--- src/rtl/rf_mp.sv ---
// rf_mp: parametrised multi-port register file.
//   One synchronous write port and R independent registered read ports.
//   Each register has a valid bit that is set on write and cleared by reset
//   or by clr. A read of the address being written on the same edge returns
//   the new data (bypass). clr has priority over write and over reads.
//
// Ports:
//   clk    - clock, rising edge
//   rst    - asynchronous reset, active low
//   clr    - synchronous clear of all registers and valid bits
//   write  - write enable
//   waddr  - write address (M bits)
//   wd     - write data (N bits)
//   read   - per-port read enable (bit i -> port i)
//   ra     - read addresses, port i at ra[i*M +: M]
//   q      - registered read data, port i at q[i*N +: N]
//   qv     - registered valid flag per port
//
// Build option: define RF_ZERO_REG_EN to hardwire address 0 to zero
// (writes ignored, reads return q=0/qv=1, no storage for address 0).

module rf_mp #(
  parameter int unsigned M = 3,
  parameter int unsigned N = 8,
  parameter int unsigned R = 2
) (
  input  logic           clk,
  input  logic           rst,
  input  logic           clr,
  input  logic           write,
  input  logic [M-1:0]   waddr,
  input  logic [N-1:0]   wd,
  input  logic [R-1:0]   read,
  input  logic [R*M-1:0] ra,
  output logic [R*N-1:0] q,
  output logic [R-1:0]   qv
);

  localparam int unsigned DEPTH = 1 << M;
`ifdef RF_ZERO_REG_EN
  localparam bit          ZERO_EN = 1'b1;
  localparam int unsigned LO      = 1;
`else
  localparam bit          ZERO_EN = 1'b0;
  localparam int unsigned LO      = 0;
`endif

  logic [N-1:0]     r_mem [LO:DEPTH-1];
  logic [DEPTH-1:LO] r_valid;
  logic [R*N-1:0]   r_q;
  logic [R-1:0]     r_qv;

  logic             w_wr_en;
  logic [M-1:0]     w_ra;
  logic [R*N-1:0]   w_q_nxt;
  logic [R-1:0]     w_qv_nxt;

  // Writes to the hardwired zero register are dropped entirely.
  assign w_wr_en = write && !(ZERO_EN && (waddr == '0));

  // Next read value per port; the zero-register check precedes the bypass
  // so address 0 can never pick up in-flight write data.
  always_comb begin
    w_q_nxt  = '0;
    w_qv_nxt = '0;
    w_ra     = '0;
    for (int unsigned p = 0; p < R; p++) begin
      w_ra = ra[p*M +: M];
      if (!clr) begin
        if (ZERO_EN && (w_ra == '0)) begin
          w_qv_nxt[p] = 1'b1;
        end else if (write && (waddr == w_ra)) begin
          w_q_nxt[p*N +: N] = wd;
          w_qv_nxt[p]       = 1'b1;
        end else begin
          for (int unsigned a = LO; a < DEPTH; a++) begin
            if (w_ra == M'(a)) begin
              w_q_nxt[p*N +: N] = r_mem[a];
              w_qv_nxt[p]       = r_valid[a];
            end
          end
        end
      end
    end
  end

  always_ff @(posedge clk or negedge rst) begin
    if (!rst) begin
      for (int unsigned a = LO; a < DEPTH; a++) r_mem[a] <= '0;
      r_valid <= '0;
    end else if (clr) begin
      for (int unsigned a = LO; a < DEPTH; a++) r_mem[a] <= '0;
      r_valid <= '0;
    end else if (w_wr_en) begin
      for (int unsigned a = LO; a < DEPTH; a++) begin
        if (waddr == M'(a)) begin
          r_mem[a]   <= wd;
          r_valid[a] <= 1'b1;
        end
      end
    end
  end

  // Ports with read=0 hold, even across a clr.
  always_ff @(posedge clk or negedge rst) begin
    if (!rst) begin
      r_q  <= '0;
      r_qv <= '0;
    end else begin
      for (int unsigned p = 0; p < R; p++) begin
        if (read[p]) begin
          r_q[p*N +: N] <= w_q_nxt[p*N +: N];
          r_qv[p]       <= w_qv_nxt[p];
        end
      end
    end
  end

  assign q  = r_q;
  assign qv = r_qv;

endmodule

--- config.mk ---
export PLATFORM = sky130hd
export DESIGN_NAME = rf_mp
export DESIGN_NICKNAME = d
export VERILOG_FILES = /design/src/rtl/rf_mp.sv
export SDC_FILE = /design/constraint.sdc
export NUM_CORES = 1
export LEC_CHECK = 0
export CORE_MARGIN = 3
export CORE_UTILIZATION = 45
export DETAILED_ROUTE_END_ITERATION = 16
export PLACE_DENSITY = 0.7
export SETUP_SLACK_MARGIN = 0.15
export SLEW_MARGIN = 20
export SYNTH_ARGS = -nofsm -noshare
export SYNTH_HDL_FRONTEND = slang
export SYNTH_SLANG_ARGS = --single-unit
--- constraint.sdc ---
create_clock -name clk -period 2.2 [get_ports clk]
set_clock_uncertainty 0.1 [all_clocks]
set_input_delay 0.22 -clock clk [delete_from_list [all_inputs] [get_ports clk]]
set_output_delay 0.22 -clock clk [all_outputs]
set_load 0.005 [all_outputs]
==> reports/qor.json, run 1 <==
{
  "syn-cell-area": {"value": 5019, "unit": "µm²"},
  "via_count_of_the_first_global_routing_pass": {"value": 4542},
  "routed_wire_length_per_instance": {"value": 20.02, "unit": "µm"},
  "timing.setup.critical_path_class": {"value": "primary input to flip-flop"},
  "worstSetupEndpoint": {"value": "q[10]"},
  "nFillCells": {"value": 960},
  "worst_ep_required_time": {"value": 2.36, "unit": "ns"},
  "cts-htree-levels": {"value": 3},
  "setup_tns": {"value": 0, "unit": "ns"},
  "global_route.overflow_total": {"value": 0},
  "power_per_cell_area": {"value": 583.1, "unit": "nW/µm²"},
  "effective_utilization_at_floorplan": {"value": 47.34, "unit": "%"},
  "final.period_utilization": {"value": 85.53, "unit": "%"},
  "synth-xor-area-share": {"value": 1.047, "unit": "%"},
  "p_leak": {"value": 2.536, "unit": "nW"},
  "port_buffers": {"value": 40},
  "outcome": {"value": "completed"},
  "dp_slack": {"value": -0.02924, "unit": "ns"},
  "insertedDiodeCount": {"value": 0},
  "routed-via-count": {"value": 4504},
  "dp.final_hpwl": {"value": 10700, "unit": "µm"},
  "synth-seq-area-share": {"value": 44.88, "unit": "%"},
  "post_cts.resized_instances": {"value": 0},
  "post_dp_cell_area": {"value": 5773, "unit": "µm²"},
  "worst_slew_margin_rel": {"value": 62.69, "unit": "%"},
  "tritoncts": {"value": "yes"},
  "drive_gt1_share": {"value": 14.38, "unit": "%"},
  "fp.coreArea": {"value": 10600, "unit": "µm²"},
  "io_pins": {"value": 41},
  "tightest_slew": {"value": 0.5596, "unit": "ns"},
  "die_y_extent": {"value": 111.6, "unit": "µm"},
  "final-seq-area": {"value": 2252, "unit": "µm²"},
  "clock_path_buffers": {"value": 2},
  "netlist.top_cell.by_area": {"value": "dfrtp_1"},
  "finalPower": {"value": 3.498, "unit": "mW"},
  "numCtsBuffers": {"value": 9},
  "drt_first_pass_iters": {"value": 5},
  "synth_compound_area_share": {"value": 19.50, "unit": "%"},
  "r2r-end": {"value": "q[8]"},
  "crit_arrival": {"value": 2.04, "unit": "ns"},
  "drt_iter0_drc": {"value": 522},
  "cp_max_fo": {"value": 23},
  "antenna_violating_nets_post_route": {"value": 0},
  "synth_warnings": {"value": 0},
  "grt_antenna_before_repair": {"value": 0},
  "insertion_delay_to_the_later_sink_of_the_worst_skew_pair": {"value": 0.36, "unit": "ns"},
  "syn_inst_count": {"value": 561},
  "syn_avg_cell_area": {"value": 8.946, "unit": "µm²"},
  "timing_hold_violations_final": {"value": 0},
  "min_from": {"value": "clr"},
  "flow.area_growth_from_synthesis": {"value": 19.52, "unit": "%"},
  "metal1_wirelength": {"value": 6408, "unit": "µm"},
  "row_count": {"value": 37},
  "gr-usage-all-layers": {"value": 25.30, "unit": "%"},
  "reg2regPathDepth": {"value": 5},
  "max_capacitance_violation_total": {"value": 0},
  "wl": {"value": 15120, "unit": "µm"},
  "combined_area_of_the_multi_input_logic_cells": {"value": 2507, "unit": "µm²"},
  "finalMaxSlewViolations": {"value": 0},
  "place_congestion": {"value": 0.9428},
  "uppermost_layer_routed": {"value": "met4"},
  "final.min_clock_period": {"value": 1.882, "unit": "ns"},
  "synth_largest_type_area_fraction": {"value": 44.88, "unit": "%"},
  "die_w": {"value": 111.6, "unit": "µm"},
  "finalSetupViolCount": {"value": 0},
  "dieArea": {"value": 12460, "unit": "µm²"},
  "count_of_distinct_cell_types_in_the_synthesized_netlist": {"value": 40},
  "layout.cell_area.non_filler": {"value": 5998, "unit": "µm²"},
  "viasPerCell": {"value": 5.966},
  "route.met2.wl": {"value": 6887, "unit": "µm"},
  "ys_top_cells_by_area": {"value": "dfrtp_1, nand2_1, a21oi_1"},
  "layout_setup_ws": {"value": 0.3184, "unit": "ns"},
  "clock_sinks": {"value": 90},
  "ys_ff_latch": {"value": 90},
  "synth-edff-count": {"value": 0},
  "wl_met3": {"value": 1379, "unit": "µm"},
  "worstSetupStartpoint": {"value": "ra[4]"},
  "grt_max_degree": {"value": 91},
  "ff2ff_setup_slack": {"value": 0.48, "unit": "ns"},
  "synth.mux.area_fraction": {"value": 10.15, "unit": "%"},
  "synth_top_family_by_area": {"value": "compound AO/OA/AOI/OAI gates"},
  "worst_setup_path_start_kind": {"value": "primary input"},
  "yosys_most_used_dff": {"value": "dfrtp_1"},
  "hold_path_class": {"value": "primary input to flip-flop"},
  "synth_adder_area_share": {"value": 0, "unit": "%"},
  "reg_to_reg_startpoint": {"value": "r_mem[32]"},
  "cp-end-kind": {"value": "flip-flop"},
  "achievable-frequency": {"value": 531.5, "unit": "MHz"},
  "syn_nets": {"value": 584},
  "synth_simple_gate_area_share": {"value": 19.27, "unit": "%"},
  "grt_pass1_wl": {"value": 24960, "unit": "µm"},
  "clk_pin_slew_worst_paths": {"value": 0.09, "unit": "ns"},
  "final_net_count": {"value": 637},
  "rsz0062_at_grt": {"value": "false"},
  "power.ir.vdd_worst": {"value": 0.4519, "unit": "mV"},
  "cts_root_buf": {"value": "clkbuf_8"},
  "synth-async-reset-ratio": {"value": 100.0, "unit": "%"},
  "remaining_drc_errors": {"value": 0}
}
-- per-stage QoR --
step / instances / hold slack (ns) / util (%)
4_1_cts: 755 / 0.1721 / 56.58
6_report: 755 / 0.1983 / 56.58
2_1_floorplan: 561 / -0.1756 / -
3_3_place_gp: 738 / 0.1997 / 54.46
3_5_place_dp: 738 / 0.2079 / 54.46
5_1_grt: 755 / 0.1998 / 56.58
-- synth_stat cells (all sizes together) (9+ instances only) --
cell	n
mux4	13
nor2	26
a31oi	10
nor2b	19
a21o	10
clkbuf	21
nand2	144
inv	11
dfrtp	90
o21ai	28
buf	22
a21oi	74
mux2i	16
o221ai	9
-- cell type report --
type                       instances  share of cell area (%)
clock buffer                      13                   2.816
clock inverter                     3                  0.7718
inverter                          12                  0.7509
multi-input combinational        416                   41.80
sequential                        90                   37.55
tap                              136                   2.837
timing repair buffer              85                   13.48
-- routing by layer --
layer	track usage, %	vias up
met5	0	-
met4	8.516	0
met3	5.435	35
met2	38.88	216
met1	35.83	2190
li1	-	2063
-- worst max-delay path, stage by stage --
cell and delay, ns:
clkdlybuf4s50_1 0.51, buf_12 0.20, xnor2_1 0.15, nand4_2 0.36, o21ai_0 0.31, a31oi_1 0.09, a21o_1 0.18
-- cell families after synthesis --
logic type      Yosys count
compound gates          157
xor+xnor                  6
buf+inv                  55
flops                    90
mux                      34
simple gates            219
-- placed cells by master, fill, tap and decap left out, types with 3 or more instances in the layout --
cell type and n:
nand2_1 144, dfrtp_1 90, a21oi_1 74, buf_4 39, clkdlybuf4s50_1 38, nor2_1 26
nor2b_1 18, mux2i_1 16, o21ai_1 14, o21ai_0 14, mux4_2 13, clkbuf_8 12
inv_1 11, a31oi_1 10, a21o_1 10, o221ai_1 9, nand3_1 8, o2bb2ai_1 7
xnor2_1 6, a221oi_2 6, buf_12 6, nand2b_1 5, mux2_2 5, and3b_1 3
nor3b_1 3, o22ai_1 3, a32oi_1 3, a22oi_1 3
-- worst min-delay path by stage --
| stage | endpoint | slack [ns] | cells after the start |
|---|---|---|---|
| after floorplan | q[0] | -0.18 | 0 |
| after global placement | r_valid[6] | 0.20 | 2 |
| after detailed placement | r_valid[6] | 0.21 | 2 |
| after CTS | qv[0] | 0.17 | 3 |
| after global routing | qv[0] | 0.20 | 3 |
| final | qv[0] | 0.20 | 3 |
-- registers in the layout, indices dropped and copies added, names as in the netlist --
register / cells
q: 16
qv: 2
r_mem: 64
r_valid: 8
-- power by group --
part | switching [mW] | internal [mW] | leakage (nW)
Combinational | 0.310 | 0.236 | 1.19
Sequential | 0.0398 | 1.70 | 1.24
Clock | 0.588 | 0.621 | 0.106
Total | 0.937 | 2.56 | 2.54
-- what timing repair did --
item                                   CTS  global route
endpoints found under the hold margin   90             0
hold buffers                             1             0
buffers inserted                         0             0
Power figures use the tool's default switching activity.
==> run 2: changes to the inputs <==
--- a/config.mk
+++ b/config.mk
@@ -6,9 +6,9 @@
 export NUM_CORES = 1
 export LEC_CHECK = 0
 export CORE_MARGIN = 3
-export CORE_UTILIZATION = 45
+export CORE_UTILIZATION = 49
 export DETAILED_ROUTE_END_ITERATION = 16
-export PLACE_DENSITY = 0.7
+export PLACE_DENSITY = 0.75
 export SETUP_SLACK_MARGIN = 0.15
 export SLEW_MARGIN = 20
 export SYNTH_ARGS = -nofsm -noshare
==> run 2 against run 1 <==
Against the previous run:
- global-route usage up 2.8 points
- total power up 2.5%
- utilization up 4.2 points
- sequential power about the same
- worst setup slack better by 0.027 ns
- critical path depth unchanged
- final cell count down 1.1%
- wire length up 2.6%
- worst hold slack better by 0.029 ns
- via count up 3.2%
- critical path type unchanged
- critical endpoint is now q[15]
==> reports/qor.json, run 2 (synthesized netlist as in run 1, its figures left out) <==
{
  "timing.setup.critical_path_class": {"value": "primary input to flip-flop"},
  "tightest_slew": {"value": 0.5403, "unit": "ns", "change": "-0.01931 ns"},
  "final.min_clock_period": {"value": 1.855, "unit": "ns", "change": "-0.02697 ns"},
  "finalMaxSlewViolations": {"value": 0, "change": "unchanged"},
  "clk_pin_slew_worst_paths": {"value": 0.09, "unit": "ns", "change": "about the same"},
  "place_congestion": {"value": 0.9455, "change": "+0.29%"},
  "min_from": {"value": "clr"},
  "clock_path_buffers": {"value": 2, "change": "unchanged"},
  "wl_met3": {"value": 1606, "unit": "µm", "change": "+16%"},
  "drt_iter0_drc": {"value": 617, "change": "+18%"},
  "setup_tns": {"value": 0, "unit": "ns", "change": "unchanged"},
  "metal1_wirelength": {"value": 6310, "unit": "µm", "change": "-1.5%"},
  "dp.final_hpwl": {"value": 11110, "unit": "µm", "change": "+3.8%"},
  "critical_path.slowest_cell": {"value": "clkdlybuf4s50_1"},
  "route.met2.wl": {"value": 7120, "unit": "µm", "change": "+3.4%"},
  "r2r-end": {"value": "q[15]"},
  "dp_slack": {"value": -0.005591, "unit": "ns", "change": "+0.02364 ns"},
  "worst_setup_path_start_kind": {"value": "primary input"},
  "wl": {"value": 15510, "unit": "µm", "change": "+2.6%"},
  "max_capacitance_violation_total": {"value": 0, "change": "unchanged"},
  "port_buffers": {"value": 40, "change": "unchanged"},
  "ff2ff_setup_slack": {"value": 0.48, "unit": "ns", "change": "about the same"},
  "worst_ep_required_time": {"value": 2.34, "unit": "ns", "change": "-0.02 ns"},
  "regMostFlops": {"value": "r_mem"},
  "insertion_delay_to_the_later_sink_of_the_worst_skew_pair": {"value": 0.36, "unit": "ns", "change": "about the same"},
  "cpPeakStageDelay": {"value": 0.50, "unit": "ns", "change": "about the same"},
  "antenna_violating_nets_post_route": {"value": 0, "change": "unchanged"},
  "gr-usage-all-layers": {"value": 28.15, "unit": "%", "change": "+2.8 points"},
  "achievable-frequency": {"value": 539.2, "unit": "MHz", "change": "+1.5%"},
  "uppermost_layer_routed": {"value": "met4"},
  "clock_sinks": {"value": 90, "change": "unchanged"},
  "numCtsBuffers": {"value": 9, "change": "unchanged"},
  "tritoncts": {"value": "yes"},
  "post_cts.resized_instances": {"value": 0, "change": "unchanged"},
  "cp_max_fo": {"value": 15, "change": "-35%"},
  "final.period_utilization": {"value": 84.30, "unit": "%", "change": "-1.2 points"},
  "grt_pass1_wl": {"value": 24760, "unit": "µm", "change": "-0.80%"},
  "hold_ws": {"value": 0.2277, "unit": "ns", "change": "+0.02941 ns"},
  "dieArea": {"value": 11490, "unit": "µm²", "change": "-7.7%"},
  "reg_to_reg_startpoint": {"value": "r_mem[39]"},
  "hold_path_class": {"value": "primary input to flip-flop"},
  "reg2regPathDepth": {"value": 5, "change": "unchanged"},
  "mostFrequentLayoutCell": {"value": "nand2_1"},
  "remaining_drc_errors": {"value": 0, "change": "unchanged"},
  "outcome": {"value": "completed"},
  "rsz0062_at_grt": {"value": "false"},
  "whs_endpoint": {"value": "r_valid[4]"},
  "mostFrequentLayoutCells": {"value": "nand2_1, dfrtp_1, a21oi_1"},
  "drt_first_pass_iters": {"value": 7, "change": "+2"},
  "cts-htree-levels": {"value": 3, "change": "unchanged"},
  "io_pins": {"value": 41, "change": "unchanged"},
  "insertedDiodeCount": {"value": 0, "change": "unchanged"},
  "via_count_of_the_first_global_routing_pass": {"value": 4372, "change": "-3.7%"},
  "finalSetupViolCount": {"value": 0, "change": "unchanged"},
  "final_net_count": {"value": 633, "change": "-0.63%"},
  "worst_slew_margin_rel": {"value": 63.86, "unit": "%", "change": "+1.2 points"},
  "grt_antenna_before_repair": {"value": 0, "change": "unchanged"},
  "whs_path_depth": {"value": 2, "change": "-1"},
  "cp.buffers_inverters": {"value": 2, "change": "unchanged"},
  "grt_max_degree": {"value": 91, "change": "unchanged"},
  "power_per_cell_area": {"value": 597.4, "unit": "nW/µm²", "change": "+2.5%"},
  "die_y_extent": {"value": 107.2, "unit": "µm", "change": "-3.9%"},
  "worstSetupStartpoint": {"value": "ra[3]"},
  "global_route.overflow_total": {"value": 0, "change": "unchanged"},
  "cts_root_buf": {"value": "clkbuf_8"},
  "crit_arrival": {"value": 2.00, "unit": "ns", "change": "-0.04 ns"},
  "row_count": {"value": 36, "change": "-2.7%"},
  "p_leak": {"value": 2.538, "unit": "nW", "change": "about the same"},
  "cp-end-kind": {"value": "flip-flop"},
  "timing.critical_path.cells": {"value": "clkdlybuf4s50_1 > buf_12 > mux4_2 > nor2b_1 > a221oi_2 > a21oi_1 > a21o_1"},
  "routed_wire_length_per_instance": {"value": 20.77, "unit": "µm", "change": "+3.7%"},
  "effective_utilization_at_floorplan": {"value": 50.88, "unit": "%", "change": "+3.5 points"},
  "layout_setup_ws": {"value": 0.3454, "unit": "ns", "change": "+0.02697 ns"},
  "timing_hold_violations_final": {"value": 0, "change": "unchanged"},
  "viasPerCell": {"value": 6.224, "change": "+4.3%"},
  "timing.critical_path.max_delay_family": {"value": "buffers and inverters"},
  "largest_register_ffs": {"value": 64, "change": "unchanged"},
  "power.ir.vdd_worst": {"value": 0.4134, "unit": "mV", "change": "-8.5%"},
  "drive_gt1_share": {"value": 13.84, "unit": "%", "change": "-0.53 points"},
  "flow.area_growth_from_synthesis": {"value": 19.55, "unit": "%", "change": "about the same"},
  "die_w": {"value": 107.2, "unit": "µm", "change": "-3.9%"},
  "fp.coreArea": {"value": 9864, "unit": "µm²", "change": "-7.0%"},
  "routed-via-count": {"value": 4649, "change": "+3.2%"}
}
## run 2: changes by cell type in the layout (fill, tap and decap cells not counted), sizes merged
cell | before | now
clkinvlp | 1 | 0
clkbuf | 13 | 11
bufinv | 1 | 2
inv | 11 | 12
buf | 46 | 42
## run 2: what timing repair did
| item | CTS | global route |
|---|---|---|
| endpoints found under the hold margin | 90 | 0 |
| buffers inserted | 0 | 0 |
| hold buffers | 1 | 0 |
## run 2: layout make-up
type	instances	area (µm²)
clock buffer	11	151.4
inverter	12	45.04
sequential	90	2252
tap	133	166.4
clock inverter	4	73.82
fill	870	3865
multi-input combinational	416	2507
timing repair buffer	81	803.3
## run 2: worst max-delay path by stage
| stage | to | slack [ns] | cells past startpoint |
|---|---|---|---|
| after global placement | qv[0] | 0.01 | 6 |
| after CTS | q[15] | 0.37 | 7 |
| after floorplan | q[15] | 0.62 | 7 |
| final | q[15] | 0.35 | 7 |
| after global routing | q[1] | 0.25 | 7 |
| after detailed placement | q[15] | -0.006 | 7 |
## run 2: where the power goes
part	leakage, nW	total [mW]	internal, mW	switching (mW)
registers	1.24	1.75	1.70	0.0448
logic	1.18	0.549	0.235	0.314
clock network	0.116	1.29	0.699	0.589
total	2.54	3.58	2.64	0.947
## run 2: per-layer routing
metal  vias up  global-route usage (%)
met5         -                       0
met4         0                   10.32
met3        44                   5.358
met2       307                   42.14
met1      2237                   40.80
li1       2061                       -
## run 2: metrics by stage
| step | cell area, µm² | power (mW) | cells | util (%) |
|---|---|---|---|---|
| 3_5_place_dp | 5764 | 2.319 | 731 | 58.43 |
| 6_report | 6000 | 3.584 | 747 | 60.82 |
| 5_1_grt | 6000 | 3.713 | 747 | 60.82 |
| 4_1_cts | 6000 | 3.590 | 747 | 60.82 |
| 2_1_floorplan | 5019 | 2.048 | 561 | - |
| 3_3_place_gp | 5764 | 2.304 | 731 | 58.43 |
==> run 3: changes to the inputs <==
==> constraint.sdc (replaced) <==
create_clock -name clk -period 1.9 [get_ports clk]
set_clock_uncertainty 0.1 [all_clocks]
set_input_delay 0.19 -clock clk [delete_from_list [all_inputs] [get_ports clk]]
set_output_delay 0.19 -clock clk [all_outputs]
set_load 0.005 [all_outputs]
==> run 3 against run 2 <==
Against the previous run:
- utilization rose by 2.6 points
- sequential power rose by 15%
- critical endpoint is now q[13]
- final cell count rose by 3.6%
- wire length rose by 1.3%
- largest cell class unchanged
- largest power group unchanged
==> reports/qor.json, run 3 (synthesized netlist as in run 1, its figures left out) <==
{
  "outcome": {"value": "completed"},
  "numCtsBuffers": {"value": 9, "change": "unchanged"},
  "whs_endpoint": {"value": "r_mem[5]"},
  "timing.setup.critical_path_class": {"value": "flip-flop to flip-flop"},
  "grt_antenna_before_repair": {"value": 0, "change": "unchanged"},
  "max_capacitance_violation_total": {"value": 0, "change": "unchanged"},
  "finalSetupViolCount": {"value": 0, "change": "unchanged"},
  "cp-end-kind": {"value": "flip-flop"},
  "effective_utilization_at_floorplan": {"value": 50.88, "unit": "%", "change": "unchanged"},
  "route.met2.wl": {"value": 7227, "unit": "µm", "change": "+1.5%"},
  "cp_max_fo": {"value": 3, "change": "-12"},
  "min_from": {"value": "clr"},
  "nFillCells": {"value": 817, "change": "-6.1%"},
  "cts_root_buf": {"value": "clkbuf_8"},
  "timing.critical_path.cells": {"value": "mux4_2 > nor2b_4 > a221oi_2 > a21oi_1 > a21o_1"},
  "dieArea": {"value": 11490, "unit": "µm²", "change": "unchanged"},
  "io_pins": {"value": 41, "change": "unchanged"},
  "grt_max_degree": {"value": 91, "change": "unchanged"},
  "flow.area_growth_from_synthesis": {"value": 24.66, "unit": "%"},
  "port_buffers": {"value": 40, "change": "unchanged"},
  "reg2regPathDepth": {"value": 5, "change": "unchanged"},
  "mostFrequentLayoutCells": {"value": "nand2_1, dfrtp_1, a21oi_1"},
  "cts-htree-levels": {"value": 3, "change": "unchanged"},
  "hold_ws": {"value": 0.2072, "unit": "ns", "change": "-0.02047 ns"},
  "whs_path_depth": {"value": 3, "change": "+1"},
  "ff2ff_setup_slack": {"value": 0.18, "unit": "ns", "change": "-0.30 ns"},
  "tightest_slew": {"value": 0.5468, "unit": "ns", "change": "+0.006471 ns"},
  "hold_path_class": {"value": "primary input to flip-flop"},
  "cpPeakStageDelay": {"value": 0.51, "unit": "ns", "change": "about the same"},
  "regMostFlops": {"value": "r_mem"},
  "final-seq-area": {"value": 2252, "unit": "µm²", "change": "unchanged"},
  "drt_iter0_drc": {"value": 562, "change": "-8.9%"},
  "routed-via-count": {"value": 4698, "change": "+1.1%"},
  "clk_pin_slew_worst_paths": {"value": 0.10, "unit": "ns", "change": "about the same"},
  "timing_hold_violations_final": {"value": 0, "change": "unchanged"},
  "final.period_utilization": {"value": 90.44, "unit": "%"},
  "worstSetupStartpoint": {"value": "r_mem[37]"},
  "wl": {"value": 15720, "unit": "µm", "change": "+1.3%"},
  "achievable-frequency": {"value": 582.0, "unit": "MHz"},
  "power.ir.vdd_worst": {"value": 0.7421, "unit": "mV", "change": "+79%"},
  "finalMaxSlewViolations": {"value": 0, "change": "unchanged"},
  "viasPerCell": {"value": 6.070, "change": "-2.5%"},
  "reg_to_reg_startpoint": {"value": "r_mem[37]"},
  "layout.core_utilization": {"value": 63.42, "unit": "%", "change": "+2.6 points"},
  "via_count_of_the_first_global_routing_pass": {"value": 4521, "change": "+3.4%"},
  "row_count": {"value": 36, "change": "unchanged"},
  "insertion_delay_to_the_later_sink_of_the_worst_skew_pair": {"value": 0.40, "unit": "ns", "change": "+0.04 ns"},
  "clock_sinks": {"value": 90, "change": "unchanged"},
  "metal1_wirelength": {"value": 6447, "unit": "µm", "change": "+2.2%"},
  "insertedDiodeCount": {"value": 0, "change": "unchanged"},
  "worst_setup_path_start_kind": {"value": "flip-flop"},
  "final.min_clock_period": {"value": 1.718, "unit": "ns"},
  "drt_first_pass_iters": {"value": 5, "change": "-2"},
  "r2r-end": {"value": "q[13]"},
  "rsz0062_at_grt": {"value": "true"},
  "drive_gt1_share": {"value": 18.56, "unit": "%", "change": "+4.7 points"},
  "remaining_drc_errors": {"value": 0, "change": "unchanged"},
  "gr-usage-all-layers": {"value": 28.80, "unit": "%", "change": "+0.65 points"},
  "tritoncts": {"value": "yes"},
  "critical_path.slowest_cell": {"value": "mux4_2"},
  "worst_slew_margin_rel": {"value": 63.43, "unit": "%", "change": "-0.43 points"},
  "antenna_violating_nets_post_route": {"value": 0, "change": "unchanged"},
  "wl_met3": {"value": 1591, "unit": "µm", "change": "-0.93%"},
  "place_congestion": {"value": 0.9325, "change": "-1.4%"},
  "largest_register_ffs": {"value": 64, "change": "unchanged"},
  "mostFrequentLayoutCell": {"value": "nand2_1"},
  "final_net_count": {"value": 659, "change": "+4.1%"},
  "fp.coreArea": {"value": 9864, "unit": "µm²", "change": "unchanged"},
  "p_leak": {"value": 2.676, "unit": "nW", "change": "+5.4%"},
  "clock_path_buffers": {"value": 2, "change": "unchanged"},
  "die_y_extent": {"value": 107.2, "unit": "µm", "change": "unchanged"},
  "global_route.overflow_total": {"value": 0, "change": "unchanged"},
  "worst_ep_required_time": {"value": 2.08, "unit": "ns", "change": "-0.26 ns"},
  "routed_wire_length_per_instance": {"value": 20.30, "unit": "µm", "change": "-2.2%"},
  "die_w": {"value": 107.2, "unit": "µm", "change": "unchanged"},
  "combined_area_of_the_multi_input_logic_cells": {"value": 2551, "unit": "µm²", "change": "+1.7%"},
  "dp.final_hpwl": {"value": 11370, "unit": "µm", "change": "+2.4%"},
  "power_per_cell_area": {"value": 665.8, "unit": "nW/µm²", "change": "+11%"},
  "grt_pass1_wl": {"value": 24960, "unit": "µm", "change": "+0.78%"},
  "uppermost_layer_routed": {"value": "met4"},
  "crit_arrival": {"value": 1.90, "unit": "ns", "change": "-0.10 ns"}
}
==> run 3: worst max path at each step <==
stage,endpoint,slack (ns)
after floorplan,q[15],0.35
after global placement,q[12],-0.24
after detailed placement,q[9],-0.28
after CTS,qv[0],0.19
after global routing,q[13],0.10
final,q[13],0.18
==> run 3: per-stage QoR <==
stage | std cells | cell area [µm²] | power (mW) | setup slack [ns] | setup TNS, ns
finish | 774 | 6256 | 4.165 | 0.1816 | 0
global route | 774 | 6256 | 4.324 | 0.1042 | 0
CTS | 774 | 6212 | 4.148 | 0.1913 | 0
global placement | 754 | 5937 | 2.703 | -0.2446 | -2.830
floorplan | 561 | 5019 | 2.371 | 0.3452 | 0
detailed placement | 754 | 5937 | 2.716 | -0.2772 | -3.100
==> run 3: where the power goes <==
part	switching, mW	internal [mW]	leakage (nW)
logic	0.371	0.314	1.33
clock network	0.809	0.646	0.104
registers	0.0519	1.97	1.24
==> run 3: per-layer routing <==
layer | vias up | GRT usage [%]
li1 | 2108 | -
met1 | 2276 | 41.01
met2 | 285 | 44.46
met3 | 29 | 5.057
met4 | 0 | 9.954
met5 | - | 0
==> run 3: cell type report <==
| cell class | instances | share of cell area (%) |
|---|---|---|
| Tap cell | 133 | 2.660 |
| Clock inverter | 7 | 1.520 |
| Multi-Input combinational cell | 416 | 40.78 |
| Sequential cell | 90 | 36.00 |
| Timing Repair Buffer | 107 | 16.34 |
| Clock buffer | 9 | 1.980 |
| Inverter | 12 | 0.7200 |
==> run 3: worst max-delay path, delay by kind of cell, from the launching register on <==
family	cells	cell delay [ns]
compound gates	3	0.42
simple gates	1	0.14
mux	1	0.51
flops	1	0.44
==> run 3: timing repair <==
action,in CTS,in global routing
gates cloned,1,0
endpoints found under the hold margin,90,0
setup endpoints to repair,4,8
gates resized for setup,1,13
pin swaps,0,5
hold buffers,1,0
buffers inserted,2,0
